<file path="config.mk">
export PLATFORM = sky130hd
export DESIGN_NAME = if_fetch_unit
export DESIGN_NICKNAME = d
export VERILOG_FILES = /design/src/rtl/if_fetch_unit.sv
export SDC_FILE = /design/constraint.sdc
export NUM_CORES = 1
export LEC_CHECK = 0
export CELL_PAD_IN_SITES_DETAIL_PLACEMENT = 1
export CELL_PAD_IN_SITES_GLOBAL_PLACEMENT = 1
export CORE_MARGIN = 4
export CORE_UTILIZATION = 53
export DETAILED_ROUTE_END_ITERATION = 12
export DONT_BUFFER_PORTS = 1
export PLACE_DENSITY_LB_ADDON = 0.2
export SLEW_MARGIN = 0
export SYNTH_ARGS = -nofsm -noshare
export SYNTH_HDL_FRONTEND = slang
export SYNTH_SLANG_ARGS = --single-unit
</file>
<file path="constraint.sdc">
create_clock -name clk -period 4.5 [get_ports clk]
set_input_delay 0.45 -clock clk [delete_from_list [all_inputs] [get_ports clk]]
set_output_delay 0.45 -clock clk [all_outputs]
set_load 0.01 [all_outputs]
</file>
<file path="src/rtl/if_fetch_unit.sv">
// ============================================================================
// if_fetch_unit : instruction-fetch stage with a req/ack imem port and an IF/ID register.
// Optional wait-state counter is built when IF_STALL_CNT_EN is defined.
// Revision: 1.0
// ============================================================================
`default_nettype none

module if_fetch_unit #(
  parameter logic [31:0] RESET_PC = 32'h0000_0000
) (
  input  logic        clk,
  input  logic        rst_n,
  input  logic        freeze_i,
  input  logic        branch_taken_i,
  input  logic [31:0] branch_addr_i,
  output logic        imem_req_o,
  output logic [31:0] imem_addr_o,
  input  logic        imem_ack_i,
  input  logic [31:0] imem_rdata_i,
  output logic [31:0] pc_o,
  output logic [31:0] instruction_o,
  output logic        valid_o,
  output logic [31:0] stall_cycles_o
);

  typedef enum logic [1:0] {
    IDLE  = 2'd0,
    REQ   = 2'd1,
    DRAIN = 2'd2,
    HOLD  = 2'd3
  } state_t;

  state_t      state_q, state_d;
  logic [31:0] pc_q, pc_d;
  logic [31:0] req_addr_q, req_addr_d;
  logic [31:0] hold_q, hold_d;
  logic [31:0] if_pc_q, if_pc_d;
  logic [31:0] if_instr_q, if_instr_d;
  logic        if_valid_q, if_valid_d;

  logic        deliver;
  logic [31:0] deliver_instr;
  logic [31:0] target;
  logic [31:0] pc_plus4;

  assign target   = {branch_addr_i[31:2], 2'b00};
  assign pc_plus4 = pc_q + 32'd4;

  assign imem_req_o  = (state_q == REQ) || (state_q == DRAIN);
  assign imem_addr_o = (state_q == DRAIN) ? req_addr_q : pc_q;

  always_comb begin
    state_d       = state_q;
    pc_d          = pc_q;
    req_addr_d    = req_addr_q;
    hold_d        = hold_q;
    deliver       = 1'b0;
    deliver_instr = 32'd0;
    case (state_q)
      IDLE: begin
        state_d = REQ;
        if (branch_taken_i) pc_d = target;
      end
      REQ: begin
        if (imem_ack_i) begin
          if (branch_taken_i) begin
            pc_d = target;
          end else if (freeze_i) begin
            hold_d  = imem_rdata_i;
            state_d = HOLD;
          end else begin
            deliver       = 1'b1;
            deliver_instr = imem_rdata_i;
            pc_d          = pc_plus4;
          end
        end else if (branch_taken_i) begin
          // The in-flight request must complete; remember its address for DRAIN.
          req_addr_d = pc_q;
          pc_d       = target;
          state_d    = DRAIN;
        end
      end
      DRAIN: begin
        if (branch_taken_i) pc_d = target;
        if (imem_ack_i) state_d = REQ;
      end
      HOLD: begin
        if (branch_taken_i) begin
          pc_d    = target;
          state_d = REQ;
        end else if (!freeze_i) begin
          deliver       = 1'b1;
          deliver_instr = hold_q;
          pc_d          = pc_plus4;
          state_d       = REQ;
        end
      end
      default: state_d = IDLE;
    endcase
  end

  always_comb begin
    if_pc_d    = 32'd0;
    if_instr_d = 32'd0;
    if_valid_d = 1'b0;
    if (!branch_taken_i && freeze_i) begin
      if_pc_d    = if_pc_q;
      if_instr_d = if_instr_q;
      if_valid_d = if_valid_q;
    end else if (!branch_taken_i && deliver) begin
      if_pc_d    = pc_plus4;
      if_instr_d = deliver_instr;
      if_valid_d = 1'b1;
    end
  end

  always_ff @(posedge clk or negedge rst_n) begin
    if (!rst_n) begin
      state_q    <= IDLE;
      pc_q       <= RESET_PC;
      req_addr_q <= 32'd0;
      hold_q     <= 32'd0;
      if_pc_q    <= 32'd0;
      if_instr_q <= 32'd0;
      if_valid_q <= 1'b0;
    end else begin
      state_q    <= state_d;
      pc_q       <= pc_d;
      req_addr_q <= req_addr_d;
      hold_q     <= hold_d;
      if_pc_q    <= if_pc_d;
      if_instr_q <= if_instr_d;
      if_valid_q <= if_valid_d;
    end
  end

  assign pc_o          = if_pc_q;
  assign instruction_o = if_instr_q;
  assign valid_o       = if_valid_q;

`ifdef IF_STALL_CNT_EN
  logic [31:0] stall_q;

  always_ff @(posedge clk or negedge rst_n) begin
    if (!rst_n) begin
      stall_q <= 32'd0;
    end else if (imem_req_o && !imem_ack_i && (stall_q != 32'hFFFF_FFFF)) begin
      stall_q <= stall_q + 32'd1;
    end
  end

  assign stall_cycles_o = stall_q;
`else
  assign stall_cycles_o = 32'd0;
`endif

endmodule

`default_nettype wire

</file>
==> metrics, run 1 <==
status=complete, no violations; GRT Overall Usage=27.5%; Max clock buf depth=2; Port Buffers=0; max_cap viols=0; PnR worst setup slack=1.39 ns; area leader, netlist=dfrtp_1; Clk Latency, worst-skew pair=0.43 ns; vias in the first global route=6851; CP Launch Type=flop; peak ir drop on the vdd network=0.305 mV; met3 WL=1880 um; Num Clock Sinks=163; aggregate routed wire length=24400 um; global-route wire length before repair=38700 um; Setup Viol. Count Final=0; fraction of layout cells with a size suffix above 1=18.2%; largest delay contributor family on the critical path=simple AND/OR/NAND/NOR gates; Final Util=57.8%; Final Critical Period=3.11 ns; critical path class=reg2reg; initial antenna violation count=2; Ys Warns=0; CTS tree=done; met2 WL=about 13000 um; vias=~6300; setup TNS=0 ns; # rows=45; die height=134 um; dominant cells by area after synthesis=dfrtp_1, mux2_2, o21ai_0, a221o_1, nand2_1; DRC=0; post-synthesis cell count=between 700 and 800; Peak Freq=roughly 0.32 GHz; Slew headroom=10.0%; largest net degree at the start of global routing=164; placed cell area=0.00824 mm2; cts bufs inserted=17; Synth Flop Type=dfrtp_1; hpwl dp=16000 um; Area Growth Syn to Fin=5.99%; drt initial violations=303; H-tree levels=4; Switch Pwr=around 2300 uW; final worst-path cycle share=69.0%; worst slack at placement=1.45 ns; wire per inst=24.8 um; Slew Limit Fails=0; P per Cell Area=661 mW/mm2; WP data required=4.78 ns; Post-layout nets=a little over 800; flops & latches, synth=around 160; Mapped Area=0.00835 mm2; Int Power=3590 uW; cell area after layout=slightly below 0.009 mm2; Tightest Hold Check Type=in2async; core box area=0.0153 mm2; Root Driver=clkbuf_16; overflow left after global routing=0; count leader, synth=dfrtp_1; combinational share of power=32.1%; Critical Path Fanout Max=13; Initial Utilization=between 50 and 60%; die width=134 um; Critical Path Max Stage Delay=approximately 1.2 ns; die area=between 0.015 and 0.02 mm2; Buffers & Inverters on Critical Path=0; asr flop ratio synth=100%; CP max-delay cell=nor4_2; Metal-1 WL=9410 um; Slew @ Worst Pin=1.34 ns; Reg power frac=between 40% and 50%; number of enable flip-flop cells after synthesis=0; Post-synth top cells=dfrtp_1, mux2_2, o21ai_0; vias per inst=6.41; Setup crit end kind=flop; CP Cell Sequence=ha_1 -> nand4_1 -> nor4_2 -> a31oi_1 -> nor3_1 -> o22ai_1; share of the synthesized area in the top cell type=48.8%; RSZ-0062 raised after global routing=no; Post-CTS Resized=0; highest routed layer=met4; post-route ant nets=0; register area share after synthesis=48.8%; Reg clk slew, reported paths=around 0.06 ns; CP arrival=3.38 ns; Avg Cell Area, Syn=between 10 and 15 um2; routability cong.=0.909; final hold violation count=0; P_leak=0.00383 uW; # IOs=199; Min Hold Slack=0.0308 ns; switch share=38.7%; clk_skew=0.00457 ns; count of different cell masters after synthesis=64; drt first pass iters=5; Clock Power Share=24.9%; CTS Hold Bufs=1; Post CTS Setup Buffer Count=0
==> metrics by stage <==
stage	power, uW	cells
after CTS	5870	981
final	5860	983
after global routing	6200	983
after floorplan	3900	827
after detailed placement	4360	948
after global placement	4210	948
==> sequential cells by signal, indices dropped and copies added (netlist names) <==
register       flops
hold_q            32
instruction_o     32
pc_o              32
pc_q              32
req_addr_q        32
state_q            2
valid_o            1
==> routing by layer <==
metal  up-vias  GRT usage [%]
li1       2761              -
met1      3234           32.9
met2       256           47.2
met3        48           7.85
met4         0           10.2
met5         -              0
==> worst paths after layout <==
| path | cells past startpoint | end | slack (ns) | startpoint |
|---|---|---|---|---|
| worst max-delay path | 6 | pc_q[24] | 1.39 | pc_q[2] |
| worst min-delay path | 1 | req_addr_q[20] | 0.03 | rst_n |
| worst max register to register | 6 | pc_q[24] | 1.39 | pc_q[2] |
| worst min register to register | 2 | req_addr_q[29] | 0.49 | req_addr_q[29] |
| max in group asynchronous | 1 | req_addr_q[6] | 3.83 | rst_n |
| min in group clk | 1 | pc_q[1] | 0.10 | branch_taken_i |
==> logic make-up (layout without fill, tap and decap cells) <==
kind of cell    Yosys count  count (layout)  share of synthesized area, %
buf+inv                 110              53                          7.29
flops                   163             163                          48.8
xor+xnor                 24              24                          2.52
other cells               1              34                        0.0449
simple gates            188             188                          10.8
fa+ha+maj                 5               5                         0.749
compound gates          206             206                          16.6
mux                      99              99                          13.2
==> power by group through the flow <==
stage               sequential [uW]  combinational [uW]  clock [uW]
floorplan                      2250                1650           0
global placement               2470                1730           0
detailed placement             2530                1830           0
CTS                            2510                1880        1480
global route                   2590                2060        1550
finish                         2520                1880        1460
==> worst reg2reg max path, cell delays in order, from the launching register on <==
cell	delay, ns
dfrtp_1	0.54
ha_1	0.34
nand4_1	0.24
nor4_2	1.16
a31oi_1	0.26
nor3_1	0.29
o22ai_1	0.13
==> cell usage in the layout, fill, tap and decap left out, types with 6 or more instances in the layout <==
cell type | Yosys | routed
nand3_1 | 8 | 8
inv_1 | 11 | 11
o21ai_1 | 6 | 6
o22ai_1 | 11 | 11
xnor2_1 | 8 | 8
buf_4 | 33 | 8
a31oi_1 | 9 | 9
nand2_1 | 72 | 72
dfrtp_1 | 163 | 163
mux2_2 | 87 | 87
o21ai_0 | 79 | 79
a21oi_1 | 21 | 21
xor2_1 | 16 | 16
nor3_1 | 9 | 9
nand4_1 | 10 | 10
conb_1 | 1 | 32
clkbuf_16 | 0 | 17
nor2_1 | 49 | 49
mux2i_1 | 12 | 12
a221o_1 | 32 | 32
o221ai_1 | 6 | 6
==> area by class of cell <==
class                           instances  area (um2)
Timing Repair Buffer                    9        87.6
Antenna cell                            2        5.00
Clock inverter                         11         126
Inverter                               12        45.0
Clock buffer                           21         460
Tap cell                              211         264
Multi-Input combinational cell        554        3790
Fill cell                            1655        6460
Sequential cell                       163        4080
(Power assumes the default switching activity.)
==> inputs of run 2 (changes only) <==
Settings changed: CORE_UTILIZATION 53 to 44.
Clock period 4.5 ns to 2.5 ns, I/O delays scaled along.
==> metrics, run 2 (synthesis gave the netlist of run 1 again) <==
status=complete, but fails checks; failing checks=negative hold slack; die area=0.0213 mm2; CP Cell Sequence=inv_1 -> ha_2 -> buf_4 -> mux2_2; Slew Limit Fails=0; Port Buffers=0; initial antenna violation count=0; overflow left after global routing=0; RSZ-0062 raised after global routing=no; Root Driver=clkbuf_16; H-tree levels=4; placed cell area=0.00844 mm2; WP data required=2.25 ns; drt initial violations=280; CP Launch Type=flop; Switch Pwr=4300 uW; DRC=0; Register-to-Register Setup Slack=0.22 ns; Clk Latency, worst-skew pair=0.44 ns; cts bufs inserted=17; aggregate routed wire length=26500 um; CP arrival=around 2 ns; Area Growth Syn to Fin=13.0%; Int Power=approximately 6400 uW; switch share=40.0%; Tightest Hold Check Type=in2async; wire per inst=24.8 um; fraction of layout cells with a size suffix above 1=19.8%; CTS tree=done; clk_skew=0.0121 ns; most frequent cells in the layout=dfrtp_1, mux2_2, o21ai_0, nand2_1, nor2_1; Peak Freq=0.438 GHz; vias per inst=6.14; GRT Overall Usage=roughly 25%; P_leak=0.00411 uW; CTS Hold Bufs=41; vias in the first global route=7188; Num Clock Sinks=163; largest net degree at the start of global routing=164; Initial Utilization=44.7%; Reg clk slew, reported paths=around 0.070 ns; Setup Viol. Count Final=0; critical path class=reg2out; hpwl dp=about 17000 um; total power=between 10000 and 15000 uW; Clock Power Share=24.1%; global-route wire length before repair=42000 um; max_cap viols=0; combinational share of power=between 30% and 40%; drt first pass iters=4; P per Cell Area=1140 mW/mm2; Critical Path Max Stage Delay=approximately 0.44 ns; Min Hold Slack=-0.498 ns; Post-layout nets=between 800 and 900; Slew @ Worst Pin=0.621 ns; # IOs=199; commonest non-fill, non-tap cell in the layout=dfrtp_1; die width=146 um; final hold violation count=163; peak ir drop on the vdd network=between 0.6 and 0.7 mV; Critical Path Fanout Max=39; Setup crit end kind=output port; vias=6548; Slew headroom=58.5%; Max clock buf depth=2; die height=146 um; core box area=around 0.019 mm2; cell area after layout=around 0.0094 mm2; ANT cells=0; CP max-delay cell=mux2_2; final worst-path cycle share=91.4%; Reg power frac=41.7%; post-route ant nets=0; setup TNS=0 ns; routability cong.=0.844; # rows=50; Final Critical Period=between 2 and 2.5 ns
-- run 2: cell types whose count changed in the layout (fill, tap and decap cells not counted), moves of 4 or more --
cell           before  now
dlygate4sd3_1       0   40
inv_8               0    4
buf_4               8   31
inv_6               2    6
-- run 2: cell type report --
type                            count  area [um2]
Clock inverter                     15         154
Timing Repair Buffer               72         653
Inverter                           12        45.0
Clock buffer                       17         425
Multi-Input combinational cell    554        3790
Fill cell                        1997        9270
Sequential cell                   163        4080
Tap cell                          234         293
-- run 2: path summary, 6_finish.rpt --
kind / from / to / depth (start not counted)
setup / recovery: state_q[0] / imem_addr_o[19] / 4
hold / removal: rst_n / pc_o[15] / 0
setup reg to reg: state_q[1] / pc_q[8] / 7
hold reg to reg: req_addr_q[23] / req_addr_q[23] / 2
max in group asynchronous: rst_n / pc_q[31] / 0
min in group clk: branch_addr_i[7] / pc_q[7] / 2
-- run 2: layer usage --
metal  vias to the layer above  GRT usage (%)  part of all wire [%]
li1                       2887              -                     -
met1                      3394           29.8                    40
met2                       227           44.0                    51
met3                        40           6.85                   6.6
met4                         0           7.55                   2.0
met5                         -              0                     0
-- run 2: metrics by stage --
step           setup slack [ns]  hold slack, ns  util (%)  std cells
2_1_floorplan             0.365         -0.0456         -        827
3_3_place_gp              0.332         -0.0404      45.1        994
3_5_place_dp              0.254         -0.0413      45.1        994
4_1_cts                   0.175          -0.514      50.4       1067
5_1_grt                  0.0711          -0.517      50.4       1067
6_report                  0.216          -0.498      50.4       1067
-- run 2: repair_timing --
item / CTS / global route
hold endpoints to repair: 237 / 163
endpoints found under the setup margin: 0 / 0
resized for setup: 0 / 0
setup buffers: 0 / 0
-- run 2: critical path: cells and delay by family, from the launching register on --
family,cells,cell delay [ns]
buf+inv,2,0.54
mux,1,0.44
flops,1,0.43
fa+ha+maj,1,0.18
-- run 2: power by group through the flow --
| stage | Sequential [uW] | Combinational [uW] | Clock, uW |
|---|---|---|---|
| 6_report | 4480 | 3680 | 2590 |
| 5_1_grt | 4600 | 4010 | 2770 |
| 4_1_cts | 4470 | 3670 | 2650 |
| 3_5_place_dp | 4510 | 3580 | 0 |
| 3_3_place_gp | 4420 | 3410 | 0 |
| 2_1_floorplan | 4050 | 2970 | 0 |
==> inputs of run 3 (changes only) <==
Settings changed: BUFFER_PORTS_ARGS from default to -buffer_cell sky130_fd_sc_hd__buf_2, CORE_UTILIZATION 44 to 42, DONT_BUFFER_PORTS 1 to default.
Clock period 2.5 ns to 2.27 ns, I/O delays scaled along.
==> metrics, run 3 (synthesis gave the netlist of run 1 again) <==
setup TNS=0 ns; status=complete, no violations; CP max-delay cell=dfrtp_1; Reg clk slew, reported paths=roughly 0.060 ns; CP Launch Type=flop; post-route ant nets=0; Root Driver=clkbuf_16; DRC=0; ANT cells=0; Reg power frac=36.4%; final instance count without filler cells=1247; peak ir drop on the vdd network=about 0.7 mV; cell area after layout=0.0102 mm2; core box area=0.0195 mm2; Clock Power Share=23.2%; R2R Path Start=state_q[1]; global-route wire length before repair=40700 um; hpwl dp=18100 um; Setup crit end kind=output port; Slew @ Worst Pin=approximately 0.65 ns; vias in the first global route=~7000; Setup Viol. Count Final=0; overflow left after global routing=0; max_cap viols=0; Clk Latency, worst-skew pair=0.42 ns; Slew headroom=56.2%; Port Buffers=approximately 160; combinational share of power=about two fifths; Int Power=~7800 uW; CP arrival=1.92 ns; final hold violation count=0; Area Growth Syn to Fin=21.5%; Final Critical Period=2.15 ns; # IOs=199; die area=0.0222 mm2; largest net degree at the start of global routing=60; P per Cell Area=1240 mW/mm2; initial antenna violation count=1; GRT Overall Usage=a little under a quarter; Slew Limit Fails=0; worst r2r path cells=8; drt first pass iters=5; largest delay contributor family on the critical path=buffers and inverters; aggregate routed wire length=25600 um; die height=roughly 150 um; routability cong.=0.827; Min-Delay Endpoint=pc_q[5]; die width=149 um; CP Cell Sequence=inv_1 -> ha_2 -> buf_4 -> mux2_2 -> buf_2; RSZ-0062 raised after global routing=no; Hold Startpoint=branch_addr_i[5]; Peak Freq=0.466 GHz; final worst-path cycle share=a little over nine tenths; drt initial violations=344; Switch Pwr=4750 uW; most frequent cells in the layout=dfrtp_1, buf_2, mux2_2, o21ai_0, nand2_1; CTS tree=done; switch share=37.8%; vias per inst=5.49; Tightest Hold Check Type=in2reg; placed cell area=0.00954 mm2; vias=6847; wire per inst=20.5 um; clk_skew=0.0108 ns; Critical Path Max Stage Delay=0.44 ns; Max clock buf depth=2; fraction of layout cells with a size suffix above 1=36.3%; # rows=51; WP data required=~2 ns; Num Clock Sinks=163; Hold Crit Depth=3; Post-Place Cells=roughly 1200; Critical Path Fanout Max=14; cts bufs inserted=17; Initial Utilization=a little over two fifths; H-tree levels=4; P_leak=0.00484 uW; Register-to-Register Setup Slack=around 0.14 ns; critical path depth in cells=5; critical path class=reg2out; Buffers & Inverters on Critical Path=3; Post-layout nets=1043; reg-to-reg endpoint=pc_q[5]
## run 3: cell count changes in the layout (fill, tap and decap cells not counted), moves of 3 or more
cell           change
buf_2            +163
buf_12             +3
inv_8              -4
dlygate4sd3_1     -39
buf_4             +20
clkinv_2           +3
## run 3: area by class of cell
class                      instances  area (um2)
inverter                          12        45.0
timing repair buffer             221        1310
clock buffer                      18         439
multi-input combinational        554        3800
sequential                       163        4080
tap                              265         332
clock inverter                    14         151
fill                            2238        9370
## run 3: what timing repair did
| action | CTS | global route |
|---|---|---|
| endpoints found under the setup margin | 0 | 22 |
| gates resized for setup | 0 | 5 |
| hold endpoints to repair | 56 | 0 |
| hold buffers | 1 | 0 |
| setup buffers | 0 | 0 |
## run 3: how the worst max path moves through the flow
stage	slack, ns	from	to
after floorplan	0.13	state_q[0]	pc_q[8]
after CTS	0.02	state_q[0]	imem_addr_o[3]
after global placement	0.15	state_q[1]	pc_q[5]
after detailed placement	0.06	state_q[1]	pc_q[14]
final	0.12	state_q[0]	imem_addr_o[4]
after global routing	0.01	state_q[1]	pc_q[5]
## run 3: per-layer routing
metal / global-route usage (%) / part of all wire (%)
met5: 0 / 0.027
met4: 4.90 / 1.2
met3: 5.96 / 6.0
met2: 38.8 / 49
met1: 30.8 / 44
## run 3: worst min-delay path: cells and delay by family
family | cells | cell delay [ns]
compound gates | 1 | 0.05
buf+inv | 2 | 0.13
## run 3: power by group through the flow
stage | Sequential (uW) | Combinational, uW | Clock, uW
finish | 4590 | 5080 | 2920
global route | 4710 | 5560 | 3130
CTS | 4580 | 5100 | 2990
detailed placement | 4620 | 5050 | 0
global placement | 4570 | 4930 | 0
floorplan | 4460 | 3280 | 0
## run 3: stage by stage
step	hold slack, ns	power, uW	setup WS, ns	util, %
after CTS	0.0246	12700	0.0179	51.9
after detailed placement	0.264	9670	0.0629	48.9
after floorplan	-0.0686	7740	0.135	-
final	0.0441	12600	0.124	52.0
after global routing	0.0296	13400	0.0122	52.0
after global placement	0.254	9500	0.149	48.9
